--- src/rtl/keypad_pkg.sv ---
// keypad_pkg: shared key codes, FSM states, frame result encoding and key map
// for the 4x4 keypad scanner (optional auto-repeat: KEYPAD_AUTOREPEAT_EN).
package keypad_pkg;

  localparam logic [3:0] KEY_0 = 4'h0;
  localparam logic [3:0] KEY_1 = 4'h1;
  localparam logic [3:0] KEY_2 = 4'h2;
  localparam logic [3:0] KEY_3 = 4'h3;
  localparam logic [3:0] KEY_4 = 4'h4;
  localparam logic [3:0] KEY_5 = 4'h5;
  localparam logic [3:0] KEY_6 = 4'h6;
  localparam logic [3:0] KEY_7 = 4'h7;
  localparam logic [3:0] KEY_8 = 4'h8;
  localparam logic [3:0] KEY_9 = 4'h9;
  localparam logic [3:0] KEY_A = 4'hA;
  localparam logic [3:0] KEY_B = 4'hB;
  localparam logic [3:0] KEY_C = 4'hC;
  localparam logic [3:0] KEY_D = 4'hD;
  localparam logic [3:0] KEY_E = 4'hE;
  localparam logic [3:0] KEY_F = 4'hF;

  localparam logic [3:0] KEY_STAR  = 4'hE;
  localparam logic [3:0] KEY_HASH  = 4'hF;
  localparam logic [3:0] KEY_CLEAR = 4'hD;

  typedef enum logic [1:0] {IDLE, DEBOUNCE, PRESSED, RELEASE} key_state_e;

  typedef enum logic [1:0] {NONE, SINGLE, MULTI} frame_res_e;

  // Legend of the key at matrix position pos = {col, row}
  function automatic logic [3:0] key_map(input logic [3:0] pos);
    logic [3:0] code;
    case (pos)
      4'h0: code = KEY_1;
      4'h1: code = KEY_4;
      4'h2: code = KEY_7;
      4'h3: code = KEY_STAR;
      4'h4: code = KEY_2;
      4'h5: code = KEY_5;
      4'h6: code = KEY_8;
      4'h7: code = KEY_0;
      4'h8: code = KEY_3;
      4'h9: code = KEY_6;
      4'hA: code = KEY_9;
      4'hB: code = KEY_HASH;
      4'hC: code = KEY_A;
      4'hD: code = KEY_B;
      4'hE: code = KEY_C;
      4'hF: code = KEY_D;
    endcase
    return code;
  endfunction

endpackage

--- src/rtl/keypad_scan_4x4_scan_tick_gen.sv ---
// scan_tick_gen: prescaler emitting a 1-cycle tick every CLK_HZ/SCAN_HZ cycles.
module scan_tick_gen #(
  parameter int unsigned CLK_HZ  = 50000000,
  parameter int unsigned SCAN_HZ = 1000
) (
  input  logic clk,
  input  logic rst,
  output logic tick
);

  localparam int unsigned DIV  = (CLK_HZ / SCAN_HZ < 1) ? 1 : CLK_HZ / SCAN_HZ;
  localparam int unsigned CW   = (DIV > 1) ? $clog2(DIV) : 1;
  localparam logic [CW-1:0] LAST = CW'(DIV - 1);

  logic [CW-1:0] cnt_q;

  // free-running divider, wraps on the tick cycle
  always_ff @(posedge clk or negedge rst) begin
    if (!rst)               cnt_q <= '0;
    else if (cnt_q == LAST) cnt_q <= '0;
    else                    cnt_q <= cnt_q + 1'b1;
  end

  assign tick = (cnt_q == LAST);

endmodule

--- src/rtl/keypad_scan_4x4.sv ---
// keypad_scan_4x4: 4x4 matrix scanner with frame-based debounce.
// Optional auto-repeat of valid when KEYPAD_AUTOREPEAT_EN is defined.
module keypad_scan_4x4
  import keypad_pkg::*;
#(
  parameter int unsigned CLK_HZ          = 50000000,
  parameter int unsigned SCAN_HZ         = 1000,
  parameter int unsigned DEBOUNCE_FRAMES = 8,
  parameter int unsigned DUR_W           = 16
`ifdef KEYPAD_AUTOREPEAT_EN
  , parameter int unsigned REPEAT_DELAY  = 500
  , parameter int unsigned REPEAT_RATE   = 100
`endif
) (
  input  logic             clk,
  input  logic             rst,
  input  logic [3:0]       row_in,
  output logic [3:0]       col_out,
  output logic [3:0]       key_code,
  output logic             valid,
  output logic [DUR_W-1:0] press_duration
);

  localparam int unsigned CNT_W = $clog2(DEBOUNCE_FRAMES + 1);
  localparam logic [CNT_W-1:0] DB_N = CNT_W'(DEBOUNCE_FRAMES);

  logic             tick;
  logic [3:0]       row_meta, row_sync;
  logic [1:0]       col_q;
  logic [11:0]      hits_q;
  logic [15:0]      frame_hits;
  logic             frame_end;
  logic [4:0]       n_hits;
  logic [3:0]       frame_code;
  logic             cand_seen;
  frame_res_e       frame_res;

  key_state_e       state_q, state_d;
  logic [3:0]       cand_q, cand_d;
  logic [CNT_W-1:0] cnt_q, cnt_d, cnt_inc;
  logic [3:0]       code_q, code_d;
  logic             valid_q, valid_d;
  logic [DUR_W-1:0] dur_q, dur_d;

  scan_tick_gen #(.CLK_HZ(CLK_HZ), .SCAN_HZ(SCAN_HZ)) u_tick (
    .clk  (clk),
    .rst  (rst),
    .tick (tick)
  );

  // two-stage synchronizer; idle rows read high
  always_ff @(posedge clk or negedge rst) begin
    if (!rst) begin
      row_meta <= '1;
      row_sync <= '1;
    end else begin
      row_meta <= row_in;
      row_sync <= row_meta;
    end
  end

  // sample the driven column on each tick, then step to the next column
  always_ff @(posedge clk or negedge rst) begin
    if (!rst) begin
      col_q  <= '0;
      hits_q <= '0;
    end else if (tick) begin
      col_q <= col_q + 1'b1;
      case (col_q)
        2'd0:    hits_q[3:0]  <= ~row_sync;
        2'd1:    hits_q[7:4]  <= ~row_sync;
        2'd2:    hits_q[11:8] <= ~row_sync;
        default: ;
      endcase
    end
  end

  assign col_out    = ~(4'b0001 << col_q);
  assign frame_end  = tick && (col_q == 2'd3);
  assign frame_hits = {~row_sync, hits_q};

  // classify the completed frame and look for the candidate key in it
  always_comb begin
    n_hits     = '0;
    frame_code = '0;
    cand_seen  = 1'b0;
    for (int unsigned i = 0; i < 16; i++) begin
      if (frame_hits[i]) begin
        n_hits     = n_hits + 5'd1;
        frame_code = key_map(4'(i));
        if (key_map(4'(i)) == cand_q) cand_seen = 1'b1;
      end
    end
    frame_res = (n_hits == 5'd0) ? NONE : (n_hits == 5'd1) ? SINGLE : MULTI;
  end

  // debounce FSM, advanced only at frame end
  always_comb begin
    state_d = state_q;
    cand_d  = cand_q;
    cnt_d   = cnt_q;
    code_d  = code_q;
    valid_d = valid_q;
    dur_d   = dur_q;
    cnt_inc = cnt_q + CNT_W'(1);
    if (frame_end) begin
      if ((state_q == PRESSED || state_q == RELEASE) && dur_q != '1)
        dur_d = dur_q + 1'b1;
      case (state_q)
        IDLE: begin
          if (frame_res == SINGLE) begin
            state_d = DEBOUNCE;
            cand_d  = frame_code;
            cnt_d   = CNT_W'(1);
          end
        end
        DEBOUNCE: begin
          if (frame_res == SINGLE && frame_code == cand_q) begin
            cnt_d = cnt_inc;
            if (cnt_inc >= DB_N) begin
              state_d = PRESSED;
              code_d  = cand_q;
              valid_d = 1'b1;
              dur_d   = '0;
            end
          end else if (frame_res == SINGLE) begin
            cand_d = frame_code;
            cnt_d  = CNT_W'(1);
          end else begin
            state_d = IDLE;
          end
        end
        PRESSED: begin
          if (!cand_seen) begin
            state_d = RELEASE;
            cnt_d   = CNT_W'(1);
          end
        end
        RELEASE: begin
          if (cand_seen) begin
            state_d = PRESSED;
          end else begin
            cnt_d = cnt_inc;
            if (cnt_inc >= DB_N) begin
              state_d = IDLE;
              valid_d = 1'b0;
            end
          end
        end
        default: state_d = IDLE;
      endcase
    end
  end

  // FSM and output registers
  always_ff @(posedge clk or negedge rst) begin
    if (!rst) begin
      state_q <= IDLE;
      cand_q  <= '0;
      cnt_q   <= '0;
      code_q  <= '0;
      valid_q <= 1'b0;
      dur_q   <= '0;
    end else begin
      state_q <= state_d;
      cand_q  <= cand_d;
      cnt_q   <= cnt_d;
      code_q  <= code_d;
      valid_q <= valid_d;
      dur_q   <= dur_d;
    end
  end

  assign key_code       = code_q;
  assign press_duration = dur_q;

`ifdef KEYPAD_AUTOREPEAT_EN
  localparam logic [DUR_W-1:0] RPT_DLY  = DUR_W'(REPEAT_DELAY);
  localparam logic [DUR_W-1:0] RPT_LAST = DUR_W'(REPEAT_RATE - 1);

  logic [DUR_W-1:0] rpt_q;
  logic             rpt_gap;

  // phase within the repeat period; phase 0 is the one-frame low gap
  always_ff @(posedge clk or negedge rst) begin
    if (!rst)                                      rpt_q <= '0;
    else if (state_d != PRESSED || dur_d < RPT_DLY) rpt_q <= '0;
    else if (frame_end)
      rpt_q <= (dur_d == RPT_DLY || rpt_q == RPT_LAST) ? '0 : rpt_q + 1'b1;
  end

  assign rpt_gap = (state_q == PRESSED) && (dur_q >= RPT_DLY) && (rpt_q == '0);
  assign valid   = valid_q & ~rpt_gap;
`else
  assign valid = valid_q;
`endif

endmodule
--- config.mk ---
export PLATFORM = sky130hd
export DESIGN_NAME = keypad_scan_4x4
export DESIGN_NICKNAME = d
export VERILOG_FILES = /design/src/rtl/keypad_pkg.sv /design/src/rtl/keypad_scan_4x4_scan_tick_gen.sv /design/src/rtl/keypad_scan_4x4.sv
export SDC_FILE = /design/constraint.sdc
export NUM_CORES = 1
export LEC_CHECK = 0
export BUFFER_PORTS_ARGS = -buffer_cell sky130_fd_sc_hd__buf_4
export CORE_AREA = 2 2 122 100
export CTS_BUF_LIST = sky130_fd_sc_hd__clkbuf_4
export CTS_CLUSTER_DIAMETER = 30
export DETAILED_ROUTE_END_ITERATION = 10
export DIE_AREA = 0 0 124 102
export GPL_ROUTABILITY_DRIVEN = 0
export PLACE_DENSITY = 0.63
export SETUP_SLACK_MARGIN = 0.2
export SYNTH_ARGS = -nofsm -noshare
export SYNTH_HDL_FRONTEND = slang
export SYNTH_SLANG_ARGS = --single-unit
--- constraint.sdc ---
create_clock -name clk -period 13.15 [get_ports clk]
set_input_delay 2.63 -clock clk [delete_from_list [all_inputs] [get_ports clk]]
set_output_delay 2.63 -clock clk [all_outputs]
set_load 0.02 [all_outputs]
==> results.rst <==
.. list-table::
   :header-rows: 1

   * - Metric
     - Value
   * - Fraction of the cycle the final worst path needs
     - 0.8350
   * - Average instance area after synthesis
     - 9.243 um2
   * - Global-route wire length before repair
     - 18270 um
   * - Endpoint of the worst setup timing path
     - cnt_q[1]
   * - Maximum number of pins on one net before global-route repair
     - 70
   * - Fin Clk Skew
     - 0.01718 ns
   * - Switching power of the nets
     - 91.95 uW
   * - Async S/R FF share, synth
     - 1.000
   * - Maximum clock frequency
     - 91.07 MHz
   * - Number of hold buffers added after cts
     - 0
   * - Layout cell share with drive strength beyond 1
     - 0.1582
   * - Number of DRC violations after detailed routing
     - 0
   * - Chip Width
     - 124 um
   * - Clock insertion delay at the later pin of the skew report
     - 0.42 ns
   * - Worst relative slew slack
     - 0.2447
   * - Unrepaired setup endpoints after global routing
     - false
   * - Number of register bits inferred by synthesis
     - 69
   * - Worst Tran Pin Value
     - 1.125 ns
   * - H-tree depth
     - 3
   * - Number of antenna cells inserted
     - 0
   * - Post-synthesis instance area
     - 5037 um2
   * - Worst hold path stage count
     - 0
   * - Global-route usage over all layers
     - 0.1805
   * - Core footprint
     - 11390 um2
   * - Routed len/inst
     - 14.50 um
   * - Clock transition at path regs
     - 0.12 ns
   * - Areal power density over the cells
     - 68.33 nW/um2
   * - Status
     - completed
   * - Startpoint of the lowest-slack register-to-register path
     - hits_q[0]
   * - Static leakage power
     - 0.002447 uW
   * - Overall Power
     - 375.9 uW
   * - Area Overhead vs Synth
     - 9.190%
   * - Combinational power share
     - 0.050
   * - Max-slew violation total from the final report
     - 0
   * - Setup slack on the worst flop-to-flop path
     - 2.17 ns
   * - Cell-internal power
     - 283.9 uW
   * - Effective utilization at floorplan
     - 0.4424
   * - Sequential group share of total power
     - 0.577
   * - Detailed placer's ending HPWL
     - 7715 um
   * - Number of enable flip-flop cells after synthesis
     - 0
   * - Category of the most critical setup path
     - reg2reg
   * - Boundary Pins
     - 31
   * - R2r endpoint
     - cnt_q[1]
   * - Residual overflow from global routing
     - 0
   * - Part of the Yosys area used for sequential elements
     - 0.3448
   * - Leading cell type in the layout, fill and taps excluded
     - sky130_fd_sc_hd__dfrtp_1
   * - Main synth FF type
     - sky130_fd_sc_hd__dfrtp_1
   * - Number of antenna violations at the first check in global routing
     - 0
   * - Source of the critical timing path
     - hits_q[0]
   * - Hold_ws
     - 0.3648 ns
   * - Register-to-Register Path Depth
     - 50
   * - Number of nets with antenna violations after routing
     - 0
   * - Crit path max-delay cell type
     - sky130_fd_sc_hd__a211oi_2
   * - DR vias
     - 3859
   * - Count of final hold-check violations
     - 0
   * - Total Die Area
     - 12650 um2
   * - Initial DRT Pass Iterations
     - 4
   * - Largest vdd supply drop
     - 0.06300 mV
   * - Final setup vio count
     - 0
   * - CTS sink count
     - 69
   * - Crit end category
     - flop
   * - CTS Buffer Depth
     - 2
   * - Commonest non-fill, non-tap cells in the layout
     - sky130_fd_sc_hd__dfrtp_1, sky130_fd_sc_hd__nor2_1, sky130_fd_sc_hd__nand2_1, sky130_fd_sc_hd__xnor2_1, sky130_fd_sc_hd__buf_4
   * - Number of clock buffers inserted by TritonCTS
     - 9
   * - Worst stage delay on the critical path
     - 0.54 ns
   * - Kind of start point of the critical path
     - flop
   * - Required arrival time at the worst endpoint
     - 13.45 ns
   * - Crit path top cell by count
     - sky130_fd_sc_hd__ha_1
   * - Number of synthesis warnings
     - 0
   * - Detailed Route Iter0 Violations
     - 272
   * - Unique cell type count in the Yosys netlist
     - 74
   * - Count of instances resized after the clock tree is built
     - 0
   * - Arrival time at the worst endpoint
     - 11.28 ns
   * - Sw frac
     - 0.2446
   * - Number of global-route vias before repair
     - 3789
   * - PortBufs
     - 30
   * - Row Count
     - 35
   * - Die outline height
     - 102 um
   * - Final layout net count
     - 593
   * - Time the final worst path needs with I/O delays and setup
     - 10.98 ns
   * - Reported max-cap violation count
     - 0
   * - Clock tree from TritonCTS
     - built
   * - Post-CTS setup buffer count
     - 0
   * - Net count after synthesis
     - 574
   * - Setup_tns
     - 0 ns
   * - Root Buffer
     - sky130_fd_sc_hd__clkbuf_4
   * - Critical-path maximum fanout
     - 7
   * - Type of the worst min-delay path
     - reg2reg
   * - Post-Syn Instances
     - 545
   * - Avg Vias per Cell
     - 5.382
   * - Clk pwr share
     - 0.373
   * - Final wirelength
     - 10400 um
cells in the mapped netlist, drive strengths merged, types with 7 or more instances:
library cell,n,share of area
nand2,57,0.042
o211ai,8,0.012
xor2,31,0.057
nand4,9,0.011
nor2b,7,0.0087
inv,26,0.019
nor2,57,0.042
xnor2,39,0.075
nand3,24,0.024
ha,23,0.057
clkbuf,14,0.010
dfrtp,61,0.30
and3,8,0.011
o21ai,22,0.022
dfstp,8,0.042
mux2,11,0.028
buf,9,0.011
nor3,9,0.0089
a21oi,17,0.017
mux2i,8,0.016
flip-flops by register name, summed over array words and instances, names as in the netlist:
name,flops
cand_q,4
cnt_q,4
col_q,2
hits_q,12
key_code,4
press_duration,16
row_meta,4
row_sync,4
state_q,2
u_tick.cnt_q,16
valid,1
power by group through the flow:
stage / Combinational [uW] / Clock, uW / Sequential (uW)
finish: 18.9 / 140 / 217
global route: 22.0 / 154 / 217
CTS: 19.3 / 145 / 217
detailed placement: 19.1 / 0 / 221
global placement: 18.6 / 0 / 221
floorplan: 12.9 / 0 / 219
worst min-delay path by stage:
stage / start / end
after global routing: row_meta[3] / row_sync[3]
after CTS: row_meta[3] / row_sync[3]
after floorplan: row_meta[0] / row_sync[0]
after global placement: row_meta[2] / row_sync[2]
final: row_meta[3] / row_sync[3]
after detailed placement: row_meta[3] / row_sync[3]
critical path: cells and delay by family (launching register included):
| family | cells | cell delay (ns) |
|---|---|---|
| mux | 2 | 0.55 |
| buf+inv | 3 | 0.24 |
| compound gates | 16 | 3.28 |
| xor+xnor | 3 | 0.49 |
| flops | 1 | 0.45 |
| fa+ha+maj | 14 | 4.16 |
| simple gates | 12 | 1.65 |
area by class of cell:
cell class	instances	area, um2
multi-input combinational	427	3103
sequential	69	1737
clock buffer	11	82.58
clock inverter	5	62.56
fill	1071	5886
timing repair buffer	31	232.7
tap	148	185.2
inverter	26	97.59
layer usage:
metal / wire (um) / global-route usage / vias up / share of wire
met5: 0 / 0 / - / 0
met4: 78 / 0.03803 / 0 / 0.0075
met3: 317 / 0.04018 / 7 / 0.030
met2: 4435 / 0.2637 / 55 / 0.43
met1: 5566 / 0.2742 / 1844 / 0.54
li1: - / - / 1953 / -
cell families (layout without fill, tap and decap cells):
group / count (synthesis) / count (layout) / synth area share
and+or+nand+nor: 210 / 210 / 0.2074
AOI/OAI and AO/OA: 96 / 96 / 0.1326
xor gates and xnor gates: 78 / 78 / 0.1689
DFF: 69 / 69 / 0.3448
buffers and inverters: 49 / 73 / 0.04049
adders and majority gates: 23 / 23 / 0.05713
muxes: 20 / 20 / 0.04868
per-stage QoR:
stage	cell area (um2)	std cells	setup slack, ns	util
2_1_floorplan	5037	545	3.520	-
3_3_place_gp	5355	701	2.744	0.4703
3_5_place_dp	5355	701	2.299	0.4703
4_1_cts	5500	717	2.229	0.4831
5_1_grt	5500	717	1.217	0.4831
6_report	5500	717	2.170	0.4831
No activity file was read; power rests on OpenSTA's default activity.
